$ cat config.mk
export PLATFORM = sky130hd
export DESIGN_NAME = instruction_fetch
export DESIGN_NICKNAME = d
export VERILOG_FILES = /design/src/rtl/mips_pkg.sv /design/src/rtl/instruction_fetch.sv
export SDC_FILE = /design/constraint.sdc
export NUM_CORES = 1
export LEC_CHECK = 0
export CORE_MARGIN = 4
export CORE_UTILIZATION = 40
export DETAILED_ROUTE_END_ITERATION = 8
export GPL_TIMING_DRIVEN = 0
export HOLD_SLACK_MARGIN = 0.03
export PLACE_DENSITY = 0.77
export SYNTH_ARGS = -nofsm -noshare
export SYNTH_HDL_FRONTEND = slang
export SYNTH_SLANG_ARGS = --single-unit
$ cat constraint.sdc
create_clock -name clk -period 2.9 [get_ports clk]
set_input_delay 0.435 -clock clk [delete_from_list [all_inputs] [get_ports clk]]
set_output_delay 0.435 -clock clk [all_outputs]
set_load 0.01 [all_outputs]
$ cat src/rtl/mips_pkg.sv
// Shared constants and types for the MIPS core front-end.
package mips_pkg;

    localparam int unsigned WORD_SIZE = 32;
    localparam int unsigned PC_STEP   = 4;

    localparam logic [WORD_SIZE-1:0] RESET_PC = 32'h0000_0000;
    localparam logic [WORD_SIZE-1:0] NOP      = 32'h0000_0000;

    typedef enum logic {
        RUN,
        HOLD
    } fetch_state_t;

endpackage

$ cat src/rtl/instruction_fetch.sv
// Instruction fetch front-end: drives imem_addr from a register and presents a
// valid-tagged {pc, instruction} to decode, absorbing stalls and redirects.
module instruction_fetch #(
    parameter int unsigned           WORD_SIZE = mips_pkg::WORD_SIZE,
    parameter logic [WORD_SIZE-1:0]  RESET_PC  = mips_pkg::RESET_PC,
    parameter int unsigned           PC_STEP   = mips_pkg::PC_STEP
) (
    input  logic                 clk,
    input  logic                 rst,
    output logic [WORD_SIZE-1:0] imem_addr,
    input  logic [WORD_SIZE-1:0] imem_instruction,
    input  logic                 stall,
    input  logic                 redirect_valid,
    input  logic [WORD_SIZE-1:0] redirect_pc,
    output logic                 if_valid,
    output logic [WORD_SIZE-1:0] if_pc,
    output logic [WORD_SIZE-1:0] if_pc_plus4,
    output logic [WORD_SIZE-1:0] if_instruction
);
    import mips_pkg::*;

    localparam logic [WORD_SIZE-1:0] STEP       = WORD_SIZE'(PC_STEP);
    localparam logic [WORD_SIZE-1:0] ALIGN_MASK = ~WORD_SIZE'(3);
    localparam logic [WORD_SIZE-1:0] ZERO_WORD  = WORD_SIZE'(NOP);

    fetch_state_t         state, state_next;
    logic [WORD_SIZE-1:0] pc, pc_next;
    logic [WORD_SIZE-1:0] rsp_pc, rsp_pc_next;
    logic                 rsp_valid, rsp_valid_next;
    logic [WORD_SIZE-1:0] hold_instr, hold_instr_next;

    always_ff @(posedge clk or posedge rst) begin
        if (rst) begin
            state      <= RUN;
            pc         <= RESET_PC;
            rsp_pc     <= RESET_PC;
            rsp_valid  <= 1'b0;
            hold_instr <= '0;
        end else begin
            state      <= state_next;
            pc         <= pc_next;
            rsp_pc     <= rsp_pc_next;
            rsp_valid  <= rsp_valid_next;
            hold_instr <= hold_instr_next;
        end
    end

    always_comb begin
        state_next      = state;
        pc_next         = pc;
        rsp_pc_next     = rsp_pc;
        rsp_valid_next  = rsp_valid;
        hold_instr_next = hold_instr;

        if (redirect_valid) begin
            // The word arriving next cycle belongs to the old pc, so the slot is squashed.
            pc_next         = redirect_pc & ALIGN_MASK;
            rsp_valid_next  = 1'b0;
            state_next      = RUN;
            hold_instr_next = '0;
        end else if (stall) begin
            // Capture the presented word; memory keeps reading pc, which is the next word.
            if (state == RUN && rsp_valid) begin
                hold_instr_next = imem_instruction;
                state_next      = HOLD;
            end
        end else begin
            rsp_pc_next    = pc;
            rsp_valid_next = 1'b1;
            pc_next        = pc + STEP;
            state_next     = RUN;
        end
    end

    assign imem_addr   = pc;
    assign if_valid    = rsp_valid;
    assign if_pc       = rsp_pc;
    assign if_pc_plus4 = rsp_pc + STEP;

    always_comb begin
        if_instruction = ZERO_WORD;
        if (rsp_valid) begin
            if_instruction = (state == HOLD) ? hold_instr : imem_instruction;
        end
    end

endmodule

==> results of run 1 <==
[repair_timing]
| action | CTS | global route |
|---|---|---|
| pin swaps | 4 | 1 |
| gates resized for setup | 8 | 22 |
| setup endpoints to repair | 16 | 27 |
| buffers inserted | 6 | 5 |
[state kept, by name, indices dropped and copies added (netlist names)]
register and count:
hold_instr 32, if_pc 30, if_valid 1, imem_addr 30, state 1
[critical path, cell delays in order, from the launching register on]
cell and delay, ns:
sky130_fd_sc_hd__dfrtp_2 0.41, sky130_fd_sc_hd__nand4_1 0.17, sky130_fd_sc_hd__buf_4 0.20, sky130_fd_sc_hd__nor4_4 0.27
sky130_fd_sc_hd__buf_6 0.17, sky130_fd_sc_hd__nand3_1 0.09, sky130_fd_sc_hd__xnor2_1 0.14, sky130_fd_sc_hd__clkdlybuf4s50_1 0.56
[power by group through the flow]
stage	Combinational (uW)	Sequential, uW	Clock (uW)
2_1_floorplan	446	1690	0
4_1_cts	1180	1660	1200
3_3_place_gp	1120	1680	0
5_1_grt	1270	1690	1250
6_report	1180	1670	1180
3_5_place_dp	1160	1690	0
[path summary, 6_finish.rpt]
path,from,end,slack (ns),cells after the start
setup / recovery,if_pc[10],if_pc_plus4[23],0.11,7
hold reg to reg,hold_instr[11],hold_instr[11],0.51,1
max in group asynchronous,rst,if_pc[9],1.80,3
min in group clk,hold_instr[11],hold_instr[11],0.51,1
hold / removal,rst,hold_instr[8],0.46,2
setup reg to reg,imem_addr[2],imem_addr[28],0.65,5
[metrics by stage]
| stage | instances | setup TNS (ns) | instance area [um^2] | util [%] | total power (uW) |
|---|---|---|---|---|---|
| 6_report | 903 | 0 | 7755 | 61.45 | 4027 |
| 5_1_grt | 903 | -0.01564 | 7755 | 61.45 | 4217 |
| 4_1_cts | 898 | 0 | 7662 | 60.72 | 4040 |
| 3_5_place_dp | 877 | -1.355 | 7293 | 57.79 | 2843 |
| 3_3_place_gp | 876 | -127.00 | 7263 | 57.56 | 2801 |
| 2_1_floorplan | 517 | 0 | 5176 | - | 2136 |
[area by class of cell]
type                       count  area [um^2]  area share, %
clock buffer                  13        250.2          3.227
timing repair buffer         199         2013          25.96
clock inverter                 3        43.79         0.5647
tap                          172        215.2          2.775
sequential                    94         2360          30.43
multi-input combinational    372         2633          33.95
buffer                        35        181.4          2.339
inverter                      15        58.81         0.7583
[cells by family (layout without fill, tap and decap cells)]
kind of cell / Yosys count / in the layout
xor+xnor: 41 / 41
other cells: 1 / 6
flops: 94 / 94
mux: 62 / 62
compound gates: 79 / 79
simple gates: 182 / 182
fa+ha+maj: 2 / 2
buf+inv: 51 / 265
[layout by cell type, fill, tap and decap left out, types with 8 or more instances in the layout]
cell,count
sky130_fd_sc_hd__clkbuf_16,9
sky130_fd_sc_hd__nor2_1,55
sky130_fd_sc_hd__a22o_1,32
sky130_fd_sc_hd__mux2_2,28
sky130_fd_sc_hd__dfrtp_1,88
sky130_fd_sc_hd__a31oi_1,12
sky130_fd_sc_hd__dlymetal6s2s_1,11
sky130_fd_sc_hd__nand3_1,19
sky130_fd_sc_hd__nand4_1,22
sky130_fd_sc_hd__xor2_1,8
sky130_fd_sc_hd__nor4_1,8
sky130_fd_sc_hd__o21ai_0,18
sky130_fd_sc_hd__clkbuf_1,25
sky130_fd_sc_hd__clkdlybuf4s50_1,176
sky130_fd_sc_hd__buf_4,16
sky130_fd_sc_hd__nand2_1,36
sky130_fd_sc_hd__inv_1,13
sky130_fd_sc_hd__xnor2_1,33
sky130_fd_sc_hd__mux2i_1,34
[routing by layer]
metal | vias up | global-route usage (%) | share of wire (%)
met5 | - | 0 | 0.082
met4 | 2 | 8.473 | 2.9
met3 | 35 | 4.968 | 7.9
met2 | 242 | 34.82 | 48
met1 | 2385 | 26.84 | 41
li1 | 2275 | - | -
==> flow_summary_export.csv, run 1 <==
group,metric,value,unit
setup_path,crit_type,"flop to output port",
routing,vias_per_cell,5.470,
placed_design,place.port_buffers,187,
sta,fin_skew,0.006057,ns
floorplanning,number_of_placed_i_o_pins,197,
logic_synthesis,complex_gate_fraction_of_the_synthesized_area,11.26,%
logic_synthesis,netlist_top_cells_area,"sky130_fd_sc_hd__dfrtp_1 (46%), sky130_fd_sc_hd__mux2i_1 (6.6%), sky130_fd_sc_hd__mux2_2 (6.1%)",
routing,ant_nets,0,
outcome,outcome,"complete, no violations",
setup_path,worstSetupStartpointType,"flop",
sta,final_hold_vios,0,
routing,vias,4939,
routing,drt-pass1-iter-count,5,
clocking,cts_sinks,94,
clocking,cts-buffers-inserted,9,
placed_design,finalWeightedCongestion,0.8623,
floorplanning,dieHeight,121.6,um
routing,number_of_design_rule_violations_left_by_the_first_detailed_router_iteration,189,
logic_synthesis,muxShareOfSynthArea,12.71,%
sta,slew_headroom,38.21,%
clocking,clock_tree.buffer_depth,2,
sta,layout_min_cycle_time,2.786,ns
pwr,switching_share,29.51,%
logic_synthesis,synth_simple_gate_area_share,18.29,%
logic_synthesis,post-synth-top-count-cell,"sky130_fd_sc_hd__dfrtp_1",
logic_synthesis,ys_seq_elements,94,
global_route,first_global_vias,4915,
clocking,clk_lat_worst_skew,0.34,ns
floorplanning,rows,41,
global_route,groute.usage.overall,21.11,%
pwr,p_int,2838,uW
sta,worst-slew-pin-transition,0.9185,ns
sta,rsz0062_at_grt,"yes",
logic_synthesis,average_cell_area_after_synthesis,10.07,um^2
logic_synthesis,yosys.area.top_type_share,45.61,%
final_layout,num_antenna_cells,0,
run,cap_viol_max_count,0,
floorplanning,initial_utilization,40.87,%
floorplanning,die-area,14770,um^2
logic_synthesis,synth_flop_cell,"sky130_fd_sc_hd__dfrtp_1",
min_path,worstHoldPathType,"input pin to asynchronous set/reset pin",
pwr,switching_power,1188,uW
setup_path,cp.required,2.47,ns
sta,final_min_period_over_clock_period,96.08,%
logic_synthesis,ys_top_cells_by_count,"sky130_fd_sc_hd__dfrtp_1 (94), sky130_fd_sc_hd__nor2_1 (56), sky130_fd_sc_hd__nand2_1 (36), sky130_fd_sc_hd__mux2i_1 (34), sky130_fd_sc_hd__xnor2_1 (33)",
logic_synthesis,synth_enable_flop_cells,0,
pwr,power.density,519.3,nW/um^2
logic_synthesis,dominant_combinational_cell_family_by_area_after_synthesis,"simple AND/OR/NAND/NOR gates",
logic_synthesis,async_reset_ff_share,100.0,%
sta,setup_slack,0.1137,ns
setup_path,critPathArrivalTime,2.35,ns
global_route,grt_pass1_wl,25070,um
placed_design,dpl_worst_slack,-0.2054,ns
setup_path,worstSetupEndpointType,"output port",
floorplanning,design.core.area,12620,um^2
placed_design,post-dp-hpwl,12130,um
final_layout,num-fill-cells,1066,
global_route,grt_max_degree,61,
sta,hold-worst-slack,0.4613,ns
logic_synthesis,xor_xnor_portion_of_the_synthesized_cell_area,6.963,%
sta,fmax,358.9,MHz
final_layout,drive_above_1_share,11.90,%
logic_synthesis,synth_seq_area_share,45.61,%
pwr,vdd_ir_drop_max,0.2744,mV
pwr,share_clk_of_total_power,29.3,%
clocking,cts_h_tree_lvls,3,
routing,drc,0,
logic_synthesis,synthesis.area,5157,um^2
clocking,cts_tree,"done",
logic_synthesis,synthesis.instances,512,
clocking,hold_buffers,0,
pwr,power.share.combinational,29.3,%
routing,routed_wire_length,15930,um
final_layout,final_net_count,796,
clocking,clk_root_buffer_cell,"sky130_fd_sc_hd__clkbuf_16",
clocking,clock_pin_slew_on_the_worst_setup_and_hold_paths,0.07,ns
global_route,grt_antenna_before_repair,1,
pwr,pwr-share-seq,41.4,%
final_layout,synthToLayoutAreaGrowth,50.36,%
routing,detail_route.wl_per_cell,17.64,um
global_route,globalRouteOverflowTotal,0,
sta,final_max_tran_viols,0,
floorplanning,fp.dieW,121.6,um
pwr,power_leakage,0.003193,uW
logic_synthesis,post-synth-top-area-cell,"sky130_fd_sc_hd__dfrtp_1",
logic_synthesis,yosysUniqueCellTypes,45,
setup_path,highest_net_fanout_along_the_worst_path,8,
logic_synthesis,synth-adder-area-share,0.4852,%
sta,setup-violations-final,0,
logic_synthesis,yosys_warnings,0,
Note: power is estimated with default switching activity, not from simulation.
==> inputs of run 2 (changes only) <==
CORE_UTILIZATION = 35   (was 40)
PLACE_DENSITY = 0.69   (was 0.77)
==> run 2 against run 1 <==
  * Non-clock buffer count fell by 1
  * Largest power group unchanged
  * Hold slack barely moved
  * Final cell count rose by 1.2%
  * Worst setup slack got worse by 0.028 ns
  * Design area barely moved
  * Global-route usage fell by 2.1 points
  * First-iteration DRC count rose by 31%
  * Wire length rose by 0.75%
  * Clock power barely moved
  * Critical path depth did not move
==> flow_summary_export.csv, run 2 (synthesis results as in run 1) <==
group,metric,value,unit
placed_design,finalWeightedCongestion,0.8389,
pwr,power.density,520.2,nW/um^2
clocking,clock_tree.buffer_depth,2,
sta,fin_skew,0.007883,ns
clocking,cts_h_tree_lvls,3,
routing,vias,4820,
sta,timing.setup.tns,0,ns
placed_design,place.port_buffers,187,
routing,number_of_design_rule_violations_left_by_the_first_detailed_router_iteration,248,
setup_path,timing.rr.end,"imem_addr[28]",
routing,routed_wire_length,16050,um
floorplanning,rows,44,
setup_path,highest_net_fanout_along_the_worst_path,8,
floorplanning,initial_utilization,35.62,%
setup_path,crit_path_cell_trace,"nand4_1, buf_4, nor4_4, buf_6, nand3_1, xnor2_1, clkdlybuf4s50_1",
floorplanning,design.core.area,14480,um^2
global_route,grt_max_degree,61,
sta,layout_min_cycle_time,2.814,ns
clocking,clk_root_buffer_cell,"sky130_fd_sc_hd__clkbuf_16",
pwr,power_leakage,0.003174,uW
sta,final_hold_vios,0,
setup_path,worst-r2r-cell-count,5,
clocking,cts-buffers-inserted,9,
final_layout,num-fill-cells,1296,
routing,top_signal_layer_used,"met4",
sta,setup-violations-final,0,
routing,drt-met1-wl,6443,um
final_layout,stdcell_area,7762,um^2
routing,ant_nets,0,
setup_path,cp.required,2.47,ns
global_route,grt_antenna_before_repair,0,
sta,worst-slew-pin-transition,1.051,ns
clocking,cts_tree,"done",
floorplanning,dieHeight,129.4,um
setup_path,worst_path_dominant_cell_family,"buffers and inverters",
sta,final_min_period_over_clock_period,97.03,%
final_layout,max_flop_register,"hold_instr",
setup_path,crit_type,"flop to output port",
final_layout,synthToLayoutAreaGrowth,50.51,%
clocking,cts_sinks,94,
sta,final_max_tran_viols,0,
setup_path,endpoint,"if_pc_plus4[23]",
final_layout,drive_above_1_share,12.19,%
clocking,clk_lat_worst_skew,0.34,ns
setup_path,setup.reg_to_reg.worst_slack,0.53,ns
floorplanning,number_of_placed_i_o_pins,197,
run,cap_viol_max_count,0,
routing,met2_wirelength,8063,um
sta,slew_headroom,29.30,%
pwr,vdd_ir_drop_max,0.2389,mV
final_layout,final_net_count,795,
setup_path,slowest_delay,0.55,ns
routing,detail_route.wl_per_cell,17.56,um
routing,drt-pass1-iter-count,4,
outcome,outcome,"complete, no violations",
floorplanning,die-area,16740,um^2
global_route,groute.usage.overall,18.96,%
min_path,worstHoldPathType,"input pin to asynchronous set/reset pin",
setup_path,crit_buf_inv,3,
clocking,clock_pin_slew_on_the_worst_setup_and_hold_paths,0.06,ns
final_layout,largest_register_ffs,32,
routing,vias_per_cell,5.274,
global_route,globalRouteOverflowTotal,0,
placed_design,placedCellCount,889,
routing,drc,0,
floorplanning,fp.dieW,129.4,um
setup_path,timing.critical_path.slowest_stage_cell,"sky130_fd_sc_hd__clkdlybuf4s50_1",
final_layout,mostFrequentLayoutCells,"sky130_fd_sc_hd__clkdlybuf4s50_1 (177), sky130_fd_sc_hd__dfrtp_1 (88), sky130_fd_sc_hd__nor2_1 (55), sky130_fd_sc_hd__nand2_1 (36), sky130_fd_sc_hd__mux2i_1 (34)",
setup_path,worstSetupEndpointType,"output port",
setup_path,critPathArrivalTime,2.38,ns
setup_path,worstSetupStartpointType,"flop",
routing,met3_length,1342,um
sta,fmax,355.4,MHz
global_route,grt_pass1_wl,25360,um
global_route,first_global_vias,4986,
final_layout,final_util,53.61,%
sta,setup_slack,0.08605,ns
placed_design,post-dp-hpwl,12290,um
final_layout,layout.cells.most_common,"sky130_fd_sc_hd__clkdlybuf4s50_1",
placed_design,placedInstanceArea,7308,um^2
final_layout,post_layout_nonfiller_instances,914,
setup_path,rr_startpoint,"imem_addr[2]",
setup_path,crit_cells,7,
setup_path,critPathLaunch,"if_pc[7]",
placed_design,dpl_worst_slack,-0.3657,ns
final_layout,num_antenna_cells,0,
==> run 2: what timing repair did <==
item,CTS,global route
resized for setup,14,16
pin swaps,4,2
setup endpoints to repair,19,24
buffers inserted,6,4
hold buffers,0,0
cloned,0,0
==> run 2: per-stage QoR <==
step	hold slack, ns	power, uW
final	0.4614	4038
after global routing	0.5092	4236
after CTS	0.4802	4061
after detailed placement	0.4931	2842
after global placement	0.4883	2808
after floorplan	0.4729	2136
==> run 2: final cells by class <==
class                           count  area (um^2)  area share [%]
Buffer                             35        181.4           2.337
Clock buffer                       12        256.5           3.304
Clock inverter                      4        45.04          0.5803
Inverter                           15        58.81          0.7576
Multi-Input combinational cell    372         2635           33.95
Sequential cell                    94         2360           30.40
Tap cell                          184        230.2           2.966
Timing Repair Buffer              198         1996           25.71
==> run 2: worst min-delay path by stage <==
stage	to	cells past startpoint
2_1_floorplan	hold_instr[0]	1
3_3_place_gp	hold_instr[0]	1
3_5_place_dp	hold_instr[22]	1
4_1_cts	hold_instr[6]	2
5_1_grt	hold_instr[7]	2
6_report	hold_instr[7]	2
==> run 2: where the power goes <==
| group | total (uW) | internal, uW | switching [uW] |
|---|---|---|---|
| Clock | 1200 | 711 | 486 |
| Sequential | 1670 | 1450 | 215 |
| Combinational | 1170 | 689 | 483 |
==> run 2: worst reg2reg max path, delay by kind of cell (launching register included) <==
kind / cells / cell delay [ns]
AND/OR/NAND/NOR: 2 / 1.11
flip-flops: 1 / 0.51
AO/OA/AOI/OAI: 2 / 0.36
adder cells (fa/ha/maj): 1 / 0.25
==> run 2: metal layers <==
metal	global-route usage [%]	up-vias
li1	-	2281
met1	23.24	2337
met2	32.74	187
met3	5.276	15
met4	5.374	0
met5	0	-
==> inputs of run 3 (changes only) <==
CORE_MARGIN = 3   (was 4)
HOLD_SLACK_MARGIN = default   (was 0.03)
TNS_END_PERCENT = 20   (was default)
==> run 3 against run 2 <==
  * Sequential power barely moved
  * Combinational power barely moved
  * Worst setup slack improved by 0.0097 ns
  * First-iteration DRC count fell by 27%
  * Critical path type unchanged
==> flow_summary_export.csv, run 3 (synthesis results as in run 1) <==
group,metric,value,unit
clocking,cts_tree,"done",
clocking,clk_lat_worst_skew,0.34,ns
setup_path,worstSetupStartpointType,"flop",
placed_design,placedInstanceArea,7303,um^2
clocking,cts_sinks,94,
final_layout,drive_above_1_share,12.35,%
placed_design,place.port_buffers,187,
floorplanning,initial_utilization,36.45,%
floorplanning,number_of_placed_i_o_pins,197,
sta,fmax,356.6,MHz
final_layout,final_net_count,794,
clocking,hold_buffers,0,
final_layout,max_flop_register,"hold_instr",
sta,final_hold_vios,0,
global_route,first_global_vias,4897,
setup_path,crit_type,"flop to output port",
final_layout,largest_register_ffs,32,
final_layout,num_antenna_cells,0,
placed_design,post-dp-hpwl,12050,um
placed_design,finalWeightedCongestion,0.8533,
routing,vias_per_cell,5.270,
routing,vias,4790,
floorplanning,fp.dieW,127.4,um
placed_design,placedCellCount,885,
setup_path,crit_buf_inv,3,
final_layout,layout.cells.most_common,"sky130_fd_sc_hd__clkdlybuf4s50_1",
setup_path,highest_net_fanout_along_the_worst_path,8,
sta,setup-violations-final,0,
outcome,outcome,"complete, no violations",
routing,number_of_design_rule_violations_left_by_the_first_detailed_router_iteration,181,
setup_path,rr_startpoint,"imem_addr[2]",
global_route,groute.usage.overall,18.84,%
run,cap_viol_max_count,0,
setup_path,critPathArrivalTime,2.37,ns
min_path,worstHoldPathType,"input pin to asynchronous set/reset pin",
final_layout,mostFrequentLayoutCells,"sky130_fd_sc_hd__clkdlybuf4s50_1 (183), sky130_fd_sc_hd__dfrtp_1 (87), sky130_fd_sc_hd__nor2_1 (53), sky130_fd_sc_hd__nand2_1 (36), sky130_fd_sc_hd__mux2i_1 (34)",
setup_path,crit_path_cell_trace,"nand4_1, buf_4, nor4_4, buf_4, nand4_1, xnor2_1, clkdlybuf4s50_1",
routing,ant_nets,0,
global_route,grt_pass1_wl,24830,um
routing,drc,0,
sta,worst-slew-pin-transition,1.027,ns
setup_path,critPathLaunch,"if_pc[6]",
pwr,power_leakage,0.003106,uW
final_layout,post_layout_nonfiller_instances,909,
routing,routed_wire_length,15740,um
setup_path,worst_path_dominant_cell_family,"buffers and inverters",
setup_path,slowest_delay,0.56,ns
sta,final_min_period_over_clock_period,96.70,%
floorplanning,die-area,16230,um^2
setup_path,timing.critical_path.slowest_stage_cell,"sky130_fd_sc_hd__clkdlybuf4s50_1",
floorplanning,design.core.area,14150,um^2
routing,detail_route.wl_per_cell,17.32,um
sta,final_max_tran_viols,0,
setup_path,worstSetupEndpointType,"output port",
pwr,power.density,508.3,nW/um^2
sta,fin_skew,0.005956,ns
sta,layout_min_cycle_time,2.804,ns
sta,slew_headroom,30.92,%
sta,timing.setup.tns,0,ns
sta,setup_slack,0.09578,ns
clocking,clk_root_buffer_cell,"sky130_fd_sc_hd__clkbuf_16",
global_route,grt_max_degree,61,
final_layout,stdcell_area,7712,um^2
setup_path,cp.required,2.47,ns
clocking,clock_pin_slew_on_the_worst_setup_and_hold_paths,0.06,ns
global_route,grt_antenna_before_repair,0,
setup_path,worst-r2r-cell-count,5,
global_route,globalRouteOverflowTotal,0,
clocking,cts-buffers-inserted,9,
final_layout,synthToLayoutAreaGrowth,49.54,%
setup_path,crit_cells,7,
placed_design,dpl_worst_slack,-0.3228,ns
sta,hold-worst-slack,0.4676,ns
pwr,vdd_ir_drop_max,0.2432,mV
clocking,cts_h_tree_lvls,3,
routing,drt-pass1-iter-count,4,
floorplanning,rows,43,
clocking,clock_tree.buffer_depth,2,
floorplanning,dieHeight,127.4,um
run 3: cell count changes in the layout (fill, tap and decap cells not counted):
cell	previous run	this run
sky130_fd_sc_hd__clkinvlp_4	0	1
sky130_fd_sc_hd__dlygate4sd2_1	2	0
sky130_fd_sc_hd__buf_6	2	1
sky130_fd_sc_hd__bufinv_16	1	0
sky130_fd_sc_hd__dlymetal6s2s_1	8	4
sky130_fd_sc_hd__dfrtp_2	6	7
sky130_fd_sc_hd__nor2_2	1	3
sky130_fd_sc_hd__dfrtp_1	88	87
sky130_fd_sc_hd__clkbuf_1	23	24
sky130_fd_sc_hd__nor2_1	55	53
sky130_fd_sc_hd__clkdlybuf4s50_1	177	183
sky130_fd_sc_hd__clkbuf_8	3	2
run 3: power by group:
| part | internal, uW | switching (uW) | leakage (uW) |
|---|---|---|---|
| clock | 601 | 480 | 0.000132 |
| sequential | 1450 | 218 | 0.00116 |
| combinational | 692 | 476 | 0.00181 |
run 3: worst register-to-register path, stage by stage, from the launching register on:
cell and delay [ns]:
sky130_fd_sc_hd__dfrtp_1 0.51, sky130_fd_sc_hd__ha_1 0.25, sky130_fd_sc_hd__nand3_1 0.21, sky130_fd_sc_hd__nor4_1 0.89
sky130_fd_sc_hd__a31o_2 0.29, sky130_fd_sc_hd__a31oi_1 0.07
run 3: final cells by class:
type,count,area (um^2)
Timing Repair Buffer,197,1977
Clock inverter,4,22.52
Buffer,35,181.4
Sequential cell,94,2361
Tap cell,180,225.2
Multi-Input combinational cell,372,2640
Clock buffer,12,246.5
Inverter,15,58.81
Fill cell,1334,6437
run 3: timing repair:
action                     4_1_cts  5_1_grt
pin swaps                        4        1
setup endpoints to repair       26       11
gates cloned                     0        0
resized for setup               13       12
buffers inserted                 6        3
run 3: per-stage QoR:
| step | total power (uW) | util [%] |
|---|---|---|
| after detailed placement | 2839 | 51.61 |
| after floorplan | 2136 | - |
| after global routing | 4102 | 54.51 |
| after global placement | 2803 | 51.40 |
| final | 3920 | 54.51 |
| after CTS | 3943 | 54.12 |
run 3: layer usage:
layer	track usage, %	routed length (um)	share of wire [%]	vias to the layer above
li1	-	-	-	2282
met1	23.91	6677	42	2297
met2	31.81	7527	48	191
met3	4.181	1226	7.8	20
met4	6.372	308	2.0	0
met5	0	0	0	-
run 3: path summary, 6_finish.rpt:
check	slack, ns	endpoint
max in group asynchronous	1.77	if_pc[4]
worst max-delay path	0.1	if_pc_plus4[27]
worst max register to register	0.54	imem_addr[28]
worst min register to register	0.50	hold_instr[31]
worst min-delay path	0.47	hold_instr[6]
min in group clk	0.50	hold_instr[31]
